$ cat src/rtl/clint_timer_if.sv
// Word-bus bundle between a software initiator and the core-local interruptor.
// The slave answers each accepted request with a one-cycle ack carrying rdata/err.
interface clint_timer_if;
    logic        req;
    logic        we;
    logic [15:0] addr;
    logic [31:0] wdata;
    logic [31:0] rdata;
    logic        ack;
    logic        err;

    modport master (output req, output we, output addr, output wdata,
                    input  rdata, input ack, input err);
    modport slave  (input  req, input  we, input  addr, input  wdata,
                    output rdata, output ack, output err);
endinterface

$ cat src/rtl/clint_timer.sv
// Machine-level core-local interruptor: prescaled 64-bit mtime, mtimecmp, msip,
// and registered timer/software interrupt-pending levels for the CSR block.
module clint_timer #(
    parameter int unsigned PRESCALE   = 1,
    parameter bit          BASE_CHECK = 1'b1
) (
    input  logic               clk,
    input  logic               rst_n,
    clint_timer_if.slave       bus,
    input  logic               halt_i,
    output logic               xtip_o,
    output logic               xsip_o,
    output logic [63:0]        mtime_o
);

    localparam int unsigned PRESCALE_EFF = (PRESCALE == 0) ? 1 : PRESCALE;
    localparam logic [15:0] PRE_MAX      = 16'(PRESCALE_EFF - 1);

    localparam logic [15:0] ADDR_MSIP     = 16'h0000;
    localparam logic [15:0] ADDR_CMP_LO   = 16'h4000;
    localparam logic [15:0] ADDR_CMP_HI   = 16'h4004;
    localparam logic [15:0] ADDR_MTIME_LO = 16'hBFF8;
    localparam logic [15:0] ADDR_MTIME_HI = 16'hBFFC;

    typedef enum logic [0:0] {
        ST_IDLE = 1'b0,
        ST_RESP = 1'b1
    } state_e;

    state_e      state_q, state_d;
    logic        accept_s;
    logic        wr_s;
    logic [15:0] addr_word_s;
    logic [1:0]  addr_unused_s;
    logic        hit_s;
    logic [31:0] rd_mux_s;

    logic        ack_q, ack_d;
    logic        err_q, err_d;
    logic [31:0] rdata_q, rdata_d;

    logic [15:0] pre_q, pre_d;
    logic        tick_s;
    logic [63:0] mtime_q, mtime_d;
    logic [63:0] mtimecmp_q, mtimecmp_d;
    logic        msip_q, msip_d;
    logic        xtip_q, xsip_q;

    assign addr_word_s   = {bus.addr[15:2], 2'b00};
    assign addr_unused_s = bus.addr[1:0];
    assign wr_s          = accept_s && bus.we;

    always_comb begin
        state_d  = state_q;
        accept_s = 1'b0;
        case (state_q)
            ST_IDLE: begin
                if (bus.req) begin
                    accept_s = 1'b1;
                    state_d  = ST_RESP;
                end else begin
                    state_d  = ST_IDLE;
                end
            end
            ST_RESP: state_d = ST_IDLE;
            default: state_d = ST_IDLE;
        endcase
    end

    // Read mux sees pre-edge register values, so reads never observe a same-edge write or tick.
    always_comb begin
        rd_mux_s = 32'h0000_0000;
        hit_s    = 1'b1;
        case (addr_word_s)
            ADDR_MSIP:     rd_mux_s = {31'h0000_0000, msip_q};
            ADDR_CMP_LO:   rd_mux_s = mtimecmp_q[31:0];
            ADDR_CMP_HI:   rd_mux_s = mtimecmp_q[63:32];
            ADDR_MTIME_LO: rd_mux_s = mtime_q[31:0];
            ADDR_MTIME_HI: rd_mux_s = mtime_q[63:32];
            default: begin
                rd_mux_s = 32'h0000_0000;
                hit_s    = 1'b0;
            end
        endcase
    end

    always_comb begin
        ack_d   = accept_s;
        err_d   = accept_s && BASE_CHECK && !hit_s;
        if (accept_s) begin
            rdata_d = rd_mux_s;
        end else begin
            rdata_d = 32'h0000_0000;
        end
    end

    always_comb begin
        tick_s = 1'b0;
        pre_d  = pre_q;
        if (halt_i) begin
            pre_d = pre_q;
        end else if (pre_q >= PRE_MAX) begin
            tick_s = 1'b1;
            pre_d  = 16'h0000;
        end else begin
            pre_d  = pre_q + 16'd1;
        end
    end

    // A bus write to either mtime half swallows the tick of that edge.
    always_comb begin
        mtime_d    = mtime_q;
        mtimecmp_d = mtimecmp_q;
        msip_d     = msip_q;
        if (wr_s && (addr_word_s == ADDR_MTIME_LO)) begin
            mtime_d = {mtime_q[63:32], bus.wdata};
        end else if (wr_s && (addr_word_s == ADDR_MTIME_HI)) begin
            mtime_d = {bus.wdata, mtime_q[31:0]};
        end else if (tick_s) begin
            mtime_d = mtime_q + 64'd1;
        end else begin
            mtime_d = mtime_q;
        end
        if (wr_s && (addr_word_s == ADDR_CMP_LO)) begin
            mtimecmp_d = {mtimecmp_q[63:32], bus.wdata};
        end else if (wr_s && (addr_word_s == ADDR_CMP_HI)) begin
            mtimecmp_d = {bus.wdata, mtimecmp_q[31:0]};
        end else begin
            mtimecmp_d = mtimecmp_q;
        end
        if (wr_s && (addr_word_s == ADDR_MSIP)) begin
            msip_d = bus.wdata[0];
        end else begin
            msip_d = msip_q;
        end
    end

    always_ff @(posedge clk or negedge rst_n) begin
        if (!rst_n) begin
            state_q    <= ST_IDLE;
            ack_q      <= 1'b0;
            err_q      <= 1'b0;
            rdata_q    <= 32'h0000_0000;
            pre_q      <= 16'h0000;
            mtime_q    <= 64'h0000_0000_0000_0000;
            mtimecmp_q <= 64'hFFFF_FFFF_FFFF_FFFF;
            msip_q     <= 1'b0;
            xtip_q     <= 1'b0;
            xsip_q     <= 1'b0;
        end else begin
            state_q    <= state_d;
            ack_q      <= ack_d;
            err_q      <= err_d;
            rdata_q    <= rdata_d;
            pre_q      <= pre_d;
            mtime_q    <= mtime_d;
            mtimecmp_q <= mtimecmp_d;
            msip_q     <= msip_d;
            xtip_q     <= (mtime_q >= mtimecmp_q);
            xsip_q     <= msip_q;
        end
    end

    assign bus.ack   = ack_q;
    assign bus.err   = err_q;
    assign bus.rdata = rdata_q;
    assign xtip_o    = xtip_q;
    assign xsip_o    = xsip_q;
    assign mtime_o   = mtime_q;

endmodule

$ cat src/flat_wrapper.sv
// flat-port wrapper written by rule: the top's interface ports become plain ports
module clint_timer_flat 
#(
    parameter int unsigned PRESCALE   = 1,
    parameter bit          BASE_CHECK = 1'b1
)
  (clk, rst_n, halt_i, xtip_o, xsip_o, mtime_o, bus_req, bus_we, bus_addr, bus_wdata, bus_rdata, bus_ack, bus_err);
  clint_timer_if bus_i ();
  input  logic clk;
  input  logic rst_n;
  input  logic halt_i;
  output logic xtip_o;
  output logic xsip_o;
  output logic [63:0] mtime_o;
  input wire logic [$bits(bus_i.req)-1:0] bus_req;
  input wire logic [$bits(bus_i.we)-1:0] bus_we;
  input wire logic [$bits(bus_i.addr)-1:0] bus_addr;
  input wire logic [$bits(bus_i.wdata)-1:0] bus_wdata;
  output wire logic [$bits(bus_i.rdata)-1:0] bus_rdata;
  output wire logic [$bits(bus_i.ack)-1:0] bus_ack;
  output wire logic [$bits(bus_i.err)-1:0] bus_err;
  assign bus_i.req = bus_req;
  assign bus_i.we = bus_we;
  assign bus_i.addr = bus_addr;
  assign bus_i.wdata = bus_wdata;
  assign bus_rdata = bus_i.rdata;
  assign bus_ack = bus_i.ack;
  assign bus_err = bus_i.err;
  clint_timer #(.PRESCALE(PRESCALE), .BASE_CHECK(BASE_CHECK)) u_core (.clk(clk), .rst_n(rst_n), .bus(bus_i), .halt_i(halt_i), .xtip_o(xtip_o), .xsip_o(xsip_o), .mtime_o(mtime_o));
endmodule
$ cat config.mk
export PLATFORM = sky130hd
export DESIGN_NAME = clint_timer_flat
export DESIGN_NICKNAME = d
export VERILOG_FILES = /design/src/rtl/clint_timer_if.sv /design/src/rtl/clint_timer.sv /design/src/flat_wrapper.sv
export SDC_FILE = /design/constraint.sdc
export NUM_CORES = 1
export LEC_CHECK = 0
export BUFFER_PORTS_ARGS = -buffer_cell sky130_fd_sc_hd__buf_4
export CORE_MARGIN = 2
export CORE_UTILIZATION = 46
export DETAILED_ROUTE_END_ITERATION = 8
export GPL_ROUTABILITY_DRIVEN = 0
export HOLD_SLACK_MARGIN = 0.08
export PLACE_DENSITY = 0.65
export SYNTH_ARGS = -nofsm -noshare
export SYNTH_HDL_FRONTEND = slang
export SYNTH_SLANG_ARGS = --single-unit
$ cat constraint.sdc
create_clock -name clk -period 4.2 [get_ports clk]
set_clock_uncertainty 0.05 [all_clocks]
set_input_delay 0.63 -clock clk [delete_from_list [all_inputs] [get_ports clk]]
set_output_delay 0.63 -clock clk [all_outputs]
set_load 0.005 [all_outputs]
=== Word level (Yosys, flattened, before mapping) ===
Index checks and enable logic that the tools add are counted.

* Input port bits: 53
* Word-level logic and storage cells: 52
* Register bits after elaboration: 182
* Output and inout port bits: 100

* Magnitude comparators: 2
* Add/subtract/negate cells: 2
* Mux-type cells: 13
* Equality and inequality tests: 5
* Reduce and logical (&&, ||, !) cells: 15
* Bitwise gates (word level): 3

{| class="wikitable"
|+ Operators by type and width
! kind !! number
|-
| $pmux W32 S5 || 1
|-
| $mux W64 || 2
|-
| $mux W32 || 3
|-
| $add A64 B1 Y64 const B || 1
|-
| $ge A64 B64 Y1 || 1
|-
| $eq A14 B13 Y1 const B || 2
|-
| $eq A14 B14 Y1 const B || 2
|-
| $add A16 B1 Y16 const B || 1
|-
| $ge A16 B1 Y1 const B || 1
|-
| $logic_not A16 Y1 || 1
|-
| $mux W16 || 1
|-
| $logic_and A1 B1 Y1 || 7
|-
| $reduce_and A2 Y1 || 3
|-
| $mux W1 || 5
|-
| $reduce_or A5 Y1 || 1
|-
| $reduce_bool A2 Y1 || 2
|-
| $not A1 Y1 || 3
|-
| $ne A2 B1 Y1 const B || 1
|-
| $pmux W1 S2 || 1
|-
| $logic_not A1 Y1 || 1
|}

=== Longest topological paths before layout ===
Gate-level depths: netlist of run 1.

* Word-level depth: 6
* Gate-level depth with buffers: 9
* Mapped depth without buffers: 8

=== Worst setup path before layout of run 1 ===
No wires, ideal clock.

* Path type: input-to-reg
* Start: input port bus_addr[15]
* End: register u_core.mtime_q[1] (netlist: u_core.mtime_o[1])
* Buffers on the path: 3
* Stages: 8
* Required time: 4029 ps
* Library setup time: 121 ps
* Data arrival time: 2263 ps
* Slack: 1766 ps
* Cell sequence: nand4_1 or4_1 buf_2 or3_1 buf_6 buf_6 o22ai_1 nor2_1

* Cells in the longest elaborated chain, start to end: 4
* Elaborated cells between the ends (all ways): 8
* Classes of those cells: eq/ne (3); mux (1); reduce/logical (4)

{| class="wikitable"
|+ Ends and longest elaborated chain
! element !! RTL line !! text
|-
| from (decl) || flat_wrapper.sv:17 || <nowiki>input wire logic [$bits(bus_i.addr)-1:0] bus_addr;</nowiki>
|-
| $eq A14 B14 Y1 (on tied branches) || clint_timer.sv:117, clint_timer.sv:115 ||
|-
| $logic_and A1 B1 Y1 (on tied branches) || clint_timer.sv:117, clint_timer.sv:115 ||
|-
| $ne A2 B1 Y1 (no line) / $reduce_bool A2 Y1 (equally long branches) || - ||
|-
| $reduce_and A2 Y1 (no line) || - ||
|-
| to (signal assigned) || clint_timer.sv:156 || <nowiki>mtime_q <= mtime_d;</nowiki>
|-
| to (decl) || clint_timer.sv:44 || <nowiki>logic [63:0] mtime_q, mtime_d;</nowiki>
|}

Several ways; a longest one is shown, not always the timed one.
A chain may end at the register's enable or synchronous reset.

=== Worst setup path in the final report of run 1 ===
* Start: register u_core.mtime_q[21] (netlist: u_core.mtime_o[21])
* End: register u_core.mtime_q[56] (netlist: u_core.mtime_o[56])

* Cells in the longest elaborated chain, start to end: 3

{| class="wikitable"
|+ Ends and longest elaborated chain
! element !! RTL line !! text
|-
| $add A64 B1 Y64 || clint_timer.sv:120 || <nowiki>mtime_d = mtime_q + 64'd1;</nowiki>
|-
| $mux W64 || clint_timer.sv:119 || <nowiki>end else if (tick_s) begin</nowiki>
|-
| $mux W64 || clint_timer.sv:117 || <nowiki>end else if (wr_s && (addr_word_s == ADDR_MTIME_HI)) begin</nowiki>
|}

Every way passes these cells. The select of a mux whose other input is x is not followed.

==> impl_metrics.env, run 1 <==
export IMPL_clk_path_buf_depth=2
export IMPL_drc=0
export IMPL_portBuffers=150
export IMPL_initial_utilization_pct=46.4
export IMPL_period_needed_ps=3220
export IMPL_synth_area_mm2=0.0100
export IMPL_drive_gt1_share_pct=22.5
export IMPL_cp_top_family="simple AND/OR/NAND/NOR gates"
export IMPL_rsz0062_at_grt="no"
export IMPL_fin_crit_sh_pct=76.6
export IMPL_dieArea_mm2=0.0230
export IMPL_r2r_end="u_core.mtime_o[56]"
export IMPL_antenna_found_initial=0
export IMPL_pin_count=153
export IMPL_cts_sinks=165
export IMPL_critPathArrivalTime_ps=3510
export IMPL_cts_buffers=17
export IMPL_core_area_mm2=0.0216
export IMPL_grt_pass1_wl_um=49600
export IMPL_drt_iter0_drc=730
export IMPL_maxCapViolCount=0
export IMPL_slowest_delay_ps=610
export IMPL_ys_warnings_count=0
export IMPL_first_pass_iters=5
export IMPL_tns_ps=0
export IMPL_clockRootBuffer="clkbuf_16"
export IMPL_nNetsFinal=1384
export IMPL_critPathMaxFanout=12
export IMPL_layout_area_seq_mm2=0.00421
export IMPL_vias_per_cell=6.00
export IMPL_place_hpwl_um=23000
export IMPL_seq_area_frac_synth_pct=42.0
export IMPL_overflow=0
export IMPL_path_cells="nand4_1, nor4_1, nand3_1, o41ai_1, a21oi_1, a211oi_1"
export IMPL_async_reset_ff_share_pct=100
export IMPL_multiInputGateArea_mm2=0.00526
export IMPL_end_kind="register"
export IMPL_area_growth_pct=19.3
export IMPL_cp_data_required_time_ps=4490
export IMPL_ys_seq_elements=165
export IMPL_fin_area_mm2=0.0120
export IMPL_fmax_mhz=311
export IMPL_reg2reg_slack_ps=980
export IMPL_htreeDepth=4
export IMPL_insertedDiodeCount=0
export IMPL_startpoint="u_core.mtime_o[21]"
export IMPL_wl_per_cell_um=20.4
export IMPL_track_usage_pct=28.4
export IMPL_slew_headroom_pct=24.6
export IMPL_clk_pin_slew_worst_paths_ps=60
export IMPL_hold_class="in -> async"
export IMPL_hold_buffers=0
export IMPL_placementRows=54
export IMPL_holdWs_ps=194
export IMPL_p_leak_nw=5.54
export IMPL_cp_depth=6
export IMPL_synth_avg_cell_area_um2=8.78
export IMPL_ir_drop_uv=267
export IMPL_power_density_mw_per_mm2=308
export IMPL_slowest_stage="nor4_1"
export IMPL_n_fill_cell=2011
export IMPL_crit_buf_inv=0
export IMPL_setup_viol_count_final=0
export IMPL_post_cts_buffers=0
export IMPL_synth_nets=1259
export IMPL_vias=9359
export IMPL_dominantRegCellSynth="dfrtp_1"
export IMPL_r2r_cells=6
export IMPL_slew_violations=0
export IMPL_worst_slew_pin_slew_ps=1120
export IMPL_cts_resized=0
export IMPL_ant_nets=0
export IMPL_wl_um=31700
export IMPL_dieWidth_um=152
export IMPL_run_status="completed"
export IMPL_first_global_vias=8832
export IMPL_synth_edf_count=0
export IMPL_syn_inst=1141
export IMPL_crit_end="u_core.mtime_o[56]"
export IMPL_path_class="reg -> reg"
export IMPL_hold_viol=0
export IMPL_critPathLaunchType="register"
export IMPL_dpl_cell_area_mm2=0.0114
export IMPL_r2r_start="u_core.mtime_o[21]"
export IMPL_clkLatencyLatePin_ps=440
export IMPL_cts_tree="yes"
export IMPL_p_total_mw=3.68
export IMPL_synth_cell_types=72
export IMPL_dieHeight_um=152
export IMPL_grt_max_degree=78
## metrics by stage
stage          instances  setup slack (ps)  utilization (%)
3_3_place_gp        1527              1080             52.6
6_report            1559               982             55.3
4_1_cts             1559              1150             55.3
3_5_place_dp        1527              1060             52.6
5_1_grt             1559               911             55.3
2_1_floorplan       1141              1770                -
## registers in the layout (all words and copies together), names as in the netlist
signal and cells:
u_core.bus.ack 1, u_core.msip_q 1, u_core.bus.err 1, u_core.mtime_o 64
u_core.mtimecmp_q 64, u_core.xtip_o 1, u_core.xsip_o 1, u_core.bus.rdata 32
## where the power goes
part | internal, mW | leakage (nW) | total (mW) | switching (mW)
Clock | 0.892 | 0.274 | 1.55 | 0.656
Combinational | 0.173 | 3.26 | 0.386 | 0.213
Sequential | 1.64 | 2.00 | 1.74 | 0.107
## worst register-to-register path: cells and delay by family (launching register included)
kind,cells,cell delay (ps)
simple gates,3,1540
flops,1,600
compound gates,3,930
## cell usage in the layout, fill, tap and decap left out, types with 3 or more instances in the layout
| master | count |
|---|---|
| and3_1 | 13 |
| nor2b_1 | 3 |
| dfstp_2 | 64 |
| a41oi_1 | 4 |
| clkbuf_16 | 17 |
| nand3_1 | 47 |
| nor4_1 | 14 |
| a31oi_1 | 6 |
| clkinvlp_4 | 4 |
| o21ai_0 | 112 |
| o32ai_1 | 6 |
| dfrtp_1 | 101 |
| o41a_1 | 3 |
| a221oi_1 | 33 |
| and2_1 | 6 |
| mux2i_1 | 30 |
| nand2_1 | 148 |
| a21oi_1 | 69 |
| and4_1 | 6 |
| o22a_1 | 8 |
| a22oi_1 | 3 |
| or3_1 | 5 |
| xor2_1 | 15 |
| buf_4 | 171 |
| o211ai_1 | 7 |
| nand4_1 | 37 |
| nor3_1 | 16 |
| nor2_1 | 99 |
| a211oi_1 | 12 |
| o22ai_1 | 8 |
| clkbuf_8 | 5 |
| o311ai_0 | 3 |
| clkinv_2 | 3 |
| ha_1 | 65 |
| o21ai_1 | 5 |
| inv_1 | 71 |
| o31ai_1 | 7 |
| xnor2_1 | 6 |
## cell usage after synthesis, drive strengths merged, types with 2 or more instances
master / n / area, um^2
nand2: 150 / 582
o21ai: 118 / 594
dfrtp: 101 / 2530
nor2: 100 / 375
inv: 71 / 267
a21oi: 70 / 350
ha: 65 / 813
dfstp: 64 / 1680
nand3: 48 / 240
clkbuf: 41 / 156
nand4: 38 / 244
a221oi: 33 / 289
mux2i: 30 / 300
buf: 25 / 151
nor3: 18 / 106
nor4: 16 / 121
xor2: 15 / 131
a211oi: 13 / 103
and3: 13 / 81.3
and2: 8 / 50.1
o22a: 8 / 70.1
o22ai: 8 / 50.1
o211ai: 7 / 52.6
o31ai: 7 / 52.6
a31oi: 6 / 37.5
and4: 6 / 52.6
o32ai: 6 / 52.6
xnor2: 6 / 52.6
or3: 5 / 31.3
a41oi: 4 / 35.0
a22oi: 3 / 22.5
nor2b: 3 / 18.8
o311ai: 3 / 26.3
o41a: 3 / 33.8
a21o: 2 / 15.0
a41o: 2 / 20.0
mux2: 2 / 22.5
o221a: 2 / 22.5
o31a: 2 / 17.5
o41ai: 2 / 17.5
or2: 2 / 15.0
or4: 2 / 15.0
## layer usage
metal	track usage (%)	vias up	wire [um]
li1	-	4396	-
met1	38.9	4542	13900
met2	45.8	370	14900
met3	3.86	51	1960
met4	10.8	0	915
met5	0	-	0
## how the worst min path moves through the flow
stage                           endpoint  slack, ps  cells after the start
global route        u_core.bus.rdata[30]        240                      1
detailed placement         u_core.xsip_o        350                      0
floorplan                 u_core.bus.ack        280                      0
finish              u_core.bus.rdata[30]        190                      1
global placement           u_core.xsip_o        340                      0
CTS                 u_core.bus.rdata[28]        210                      1
## kinds of logic after synthesis
kind of cell,count (synthesis),synth area share [%]
buf+inv,137,5.73
mux,32,3.22
simple gates,415,19.8
compound gates,306,19.3
flops,165,42.0
fa+ha+maj,65,8.11
xor+xnor,21,1.84
## cell type report
class / count / area share (%)
multi-input combinational: 839 / 44.0
sequential: 165 / 35.2
timing repair buffer: 172 / 10.8
clock buffer: 24 / 4.20
tap: 280 / 2.93
inverter: 71 / 2.23
clock inverter: 8 / 0.628
Power figures use the tool's default switching activity.
==> run 2: changes to the inputs <==
==> constraint.sdc (replaced) <==
create_clock -name clk -period 3.3 [get_ports clk]
set_clock_uncertainty 0.05 [all_clocks]
set_input_delay 0.495 -clock clk [delete_from_list [all_inputs] [get_ports clk]]
set_output_delay 0.495 -clock clk [all_outputs]
set_load 0.005 [all_outputs]
==> impl_metrics.env, run 2 (same netlist as run 1, synthesis figures left out) <==
export IMPL_run_status="completed"
export IMPL_placementRows=54
export IMPL_maxCapViolCount=0
export IMPL_clk_pin_slew_worst_paths_ps=60
export IMPL_final_cell_mix="buf_4 (192), nand2_1 (148), o21ai_0 (112)"
export IMPL_wl_per_cell_um=20.2
export IMPL_clockRootBuffer="clkbuf_16"
export IMPL_drive_gt1_share_pct=23.8
export IMPL_cts_buffers=17
export IMPL_clkLatencyLatePin_ps=430
export IMPL_cp_top_family="simple AND/OR/NAND/NOR gates"
export IMPL_vias_per_cell=5.99
export IMPL_place_hpwl_um=23400
export IMPL_hold_class="in -> async"
export IMPL_cts_resized=0
export IMPL_dpl_cell_area_mm2=0.0116
export IMPL_track_usage_pct=28.5
export IMPL_grt_max_degree=78
export IMPL_vias=9476
export IMPL_combPwrFrac_pct=11.1
export IMPL_drc=0
export IMPL_holdWs_ps=45.2
export IMPL_overflow=0
export IMPL_core_area_mm2=0.0216
export IMPL_fin_crit_sh_pct=83.8
export IMPL_critPathArrivalTime_ps=3070
export IMPL_slowest_stage="nor4_1"
export IMPL_first_global_vias=9087
export IMPL_crit_buf_inv=0
export IMPL_area_growth_pct=21.3
export IMPL_dieHeight_um=152
export IMPL_setup_viol_count_final=0
export IMPL_drt_iter0_drc=724
export IMPL_reg2reg_slack_ps=540
export IMPL_slowest_delay_ps=600
export IMPL_end_kind="register"
export IMPL_slew_headroom_pct=32.0
export IMPL_portBuffers=150
export IMPL_wl_um=32000
export IMPL_hold_buffers=0
export IMPL_grt_pass1_wl_um=50300
export IMPL_ir_drop_uv=335
export IMPL_path_class="reg -> reg"
export IMPL_tns_ps=0
export IMPL_pin_count=153
export IMPL_period_needed_ps=2760
export IMPL_cp_data_required_time_ps=3600
export IMPL_p_sw_share_pct=26.3
export IMPL_ant_nets=0
export IMPL_insertedDiodeCount=0
export IMPL_initial_utilization_pct=46.4
export IMPL_dieWidth_um=152
export IMPL_first_pass_iters=5
export IMPL_p_sw_mw=1.23
export IMPL_sequentialPowerShare_pct=47.4
export IMPL_hold_viol=0
export IMPL_dieArea_mm2=0.0230
export IMPL_path_cells="nand4_1, nor4_1, and3_1, nand2_1, o41a_1, o21ai_1"
export IMPL_cts_tree="yes"
export IMPL_p_int_mw=3.44
export IMPL_p_total_mw=4.67
export IMPL_htreeDepth=4
export IMPL_critPathMaxFanout=9
export IMPL_rsz0062_at_grt="no"
export IMPL_cts_sinks=165
export IMPL_fin_area_mm2=0.0122
export IMPL_power_density_mw_per_mm2=384
export IMPL_p_leak_nw=5.66
export IMPL_slew_violations=0
export IMPL_clk_path_buf_depth=2
export IMPL_nNetsFinal=1408
export IMPL_critPathLaunchType="register"
export IMPL_antenna_found_initial=0
export IMPL_fmax_mhz=362
export IMPL_worst_slew_pin_slew_ps=1020
export IMPL_clock_power_share_pct=41.5
export IMPL_layout_commonest_cell="buf_4"
export IMPL_post_cts_buffers=0
-- run 2: changes by cell type in the layout (fill, tap and decap cells not counted), sizes merged --
cell | previous run | this run
clkbuf | 24 | 21
buf | 172 | 196
bufinv | 1 | 2
clkinv | 3 | 4
clkinvlp | 4 | 3
-- run 2: final timing paths --
path / startpoint / endpoint / cells past startpoint
setup reg to reg: u_core.mtime_o[24] / u_core.mtime_o[46] / 6
hold reg to reg: u_core.msip_q / u_core.xsip_o / 0
min in group clk: bus_wdata[24] / u_core.mtime_o[24] / 3
max in group asynchronous: rst_n / u_core.mtimecmp_q[43] / 2
setup / recovery: u_core.mtime_o[24] / u_core.mtime_o[46] / 6
hold / removal: rst_n / u_core.bus.rdata[28] / 1
-- run 2: routing by layer --
| metal | share of wire (%) | GRT usage (%) | vias to the layer above | wire length [um] |
|---|---|---|---|---|
| met3 | 6.5 | 4.55 | 64 | 2070 |
| met5 | 0 | 0 | - | 0 |
| met2 | 47 | 46.2 | 373 | 15000 |
| li1 | - | - | 4434 | - |
| met4 | 3.0 | 10.4 | 0 | 961 |
| met1 | 44 | 38.7 | 4605 | 14000 |
-- run 2: per-stage QoR --
step,instances,utilization [%],setup WS [ps]
detailed placement,1551,53.6,521
finish,1581,56.2,535
global placement,1551,53.6,546
CTS,1581,56.2,616
floorplan,1141,-,1000
global route,1581,56.2,379
-- run 2: cell type report --
cell class              instances  area, um^2
fillers                      2007        9470
repair buffers                196        1510
multi-input cells             839        5260
flip-flops and latches        165        4210
inverters                      71         267
clock buffers                  21         450
clock inverters                 9         106
well taps                     280         350
-- run 2: power groups by stage --
stage / logic, mW / registers, mW / clock network (mW)
2_1_floorplan: 0.219 / 2.21 / 0
3_3_place_gp: 0.506 / 2.24 / 0
3_5_place_dp: 0.513 / 2.24 / 0
4_1_cts: 0.518 / 2.21 / 1.96
5_1_grt: 0.568 / 2.22 / 2.05
6_report: 0.517 / 2.21 / 1.94
==> run 3: changes to the inputs <==
==> constraint.sdc (replaced) <==
create_clock -name clk -period 2.8 [get_ports clk]
set_clock_uncertainty 0.05 [all_clocks]
set_input_delay 0.42 -clock clk [delete_from_list [all_inputs] [get_ports clk]]
set_output_delay 0.42 -clock clk [all_outputs]
set_load 0.005 [all_outputs]
==> impl_metrics.env, run 3 (same netlist as run 1, synthesis figures left out) <==
export IMPL_run_status="completed"
export IMPL_portBuffers=150
export IMPL_cts_sinks=165
export IMPL_p_sw_share_pct=25.9
export IMPL_vias_per_cell=5.89
export IMPL_layout_commonest_cell="buf_4"
export IMPL_insertedDiodeCount=0
export IMPL_initial_utilization_pct=46.4
export IMPL_tns_ps=0
export IMPL_p_sw_mw=1.48
export IMPL_r2r_start="u_core.mtime_o[0]"
export IMPL_slowest_stage="a211oi_1"
export IMPL_combPwrFrac_pct=12.4
export IMPL_cts_buffers=17
export IMPL_placementRows=54
export IMPL_dieHeight_um=152
export IMPL_p_int_mw=4.22
export IMPL_first_global_vias=9139
export IMPL_slowest_delay_ps=830
export IMPL_grt_max_degree=77
export IMPL_end_kind="register"
export IMPL_area_growth_pct=24.6
export IMPL_slew_headroom_pct=28.3
export IMPL_ant_nets=0
export IMPL_cts_resized=0
export IMPL_critPathMaxFanout=4
export IMPL_clk_pin_slew_worst_paths_ps=60
export IMPL_holdPathEnd="u_core.mtime_o[47]"
export IMPL_clkLatencyLatePin_ps=430
export IMPL_crit_buf_inv=0
export IMPL_drive_gt1_share_pct=25.7
export IMPL_pin_count=153
export IMPL_overflow=0
export IMPL_p_leak_nw=5.86
export IMPL_post_route_util_pct=57.8
export IMPL_r2r_cells=7
export IMPL_clock_power_share_pct=42.7
export IMPL_fin_area_mm2=0.0125
export IMPL_core_area_mm2=0.0216
export IMPL_fmax_mhz=381
export IMPL_path_cells="ha_1, and3_1, nand3_1, a211oi_1, nand4_1, xor2_1, a21oi_1"
export IMPL_reg2reg_slack_ps=180
export IMPL_grt_pass1_wl_um=50600
export IMPL_hold_depth=2
export IMPL_wl_um=32500
export IMPL_sequentialPowerShare_pct=44.9
export IMPL_antenna_found_initial=0
export IMPL_critPathArrivalTime_ps=2930
export IMPL_dpl_cell_area_mm2=0.0119
export IMPL_period_needed_ps=2620
export IMPL_final_cell_mix="buf_4 (222), nand2_1 (148), o21ai_0 (112)"
export IMPL_first_pass_iters=5
export IMPL_vias=9526
export IMPL_maxCapViolCount=0
export IMPL_hold_class="in -> reg"
export IMPL_dieArea_mm2=0.0230
export IMPL_setup_viol_count_final=0
export IMPL_nNetsFinal=1442
export IMPL_fin_crit_sh_pct=93.7
export IMPL_hold_viol=0
export IMPL_slew_violations=0
export IMPL_r2r_end="u_core.mtime_o[22]"
export IMPL_clk_path_buf_depth=2
export IMPL_htreeDepth=4
export IMPL_rsz0062_at_grt="no"
export IMPL_drc=0
export IMPL_track_usage_pct=28.8
export IMPL_clockRootBuffer="clkbuf_16"
export IMPL_place_hpwl_um=24000
export IMPL_ir_drop_uv=372
export IMPL_drt_iter0_drc=811
export IMPL_worst_slew_pin_slew_ps=1070
export IMPL_holdWs_ps=183
export IMPL_critPathLaunchType="register"
export IMPL_dieWidth_um=152
export IMPL_wl_per_cell_um=20.1
export IMPL_path_class="reg -> reg"
export IMPL_post_cts_buffers=0
export IMPL_cp_top_family="compound AO/OA/AOI/OAI gates"
export IMPL_power_density_mw_per_mm2=456
export IMPL_cp_data_required_time_ps=3100
export IMPL_cts_tree="yes"
export IMPL_holdCritStartpoint="bus_wdata[15]"
==> run 3: worst max path at each step <==
stage / startpoint / end / slack, ps / depth (start not counted)
finish: u_core.mtime_o[0] / u_core.mtime_o[22] / 180 / 7
global route: u_core.mtime_o[0] / u_core.mtime_o[22] / 30 / 7
CTS: u_core.mtime_o[0] / u_core.mtime_o[22] / 280 / 7
detailed placement: bus_addr[15] / u_core.mtime_o[10] / 230 / 7
global placement: bus_addr[15] / u_core.mtime_o[12] / 270 / 7
floorplan: bus_addr[15] / u_core.mtime_o[1] / 580 / 8
==> run 3: final cells by class <==
| class | instances | area [um^2] |
|---|---|---|
| Fill cell | 1980 | 9130 |
| Multi-Input combinational cell | 839 | 5260 |
| Sequential cell | 165 | 4210 |
| Timing Repair Buffer | 230 | 1810 |
| Clock buffer | 23 | 468 |
| Tap cell | 280 | 350 |
| Inverter | 71 | 267 |
| Clock inverter | 9 | 128 |
==> run 3: per-layer routing <==
layer / track usage (%) / share of wire, % / wire length [um]
met1: 39.6 / 44 / 14300
met2: 46.6 / 46 / 15000
met3: 4.64 / 7.0 / 2270
met4: 9.95 / 2.6 / 855
met5: 0 / 0 / 0
==> run 3: what timing repair did <==
action | CTS | global route
setup endpoints to repair | 0 | 0
hold endpoints to repair | 51 | 0
hold buffers | 1 | 0
==> run 3: power by group through the flow <==
stage	registers [mW]	clock network, mW	logic (mW)
5_1_grt	2.57	2.56	0.772
6_report	2.56	2.43	0.704
2_1_floorplan	2.60	0	0.259
3_3_place_gp	2.59	0	0.688
3_5_place_dp	2.59	0	0.694
4_1_cts	2.56	2.47	0.703
==> run 3: per-stage QoR <==
stage,setup slack [ps],std cells,power (mW)
after floorplan,576,1141,2.86
after global placement,273,1584,3.28
after detailed placement,225,1584,3.29
after CTS,277,1617,5.73
after global routing,31.7,1617,5.90
final,177,1617,5.70
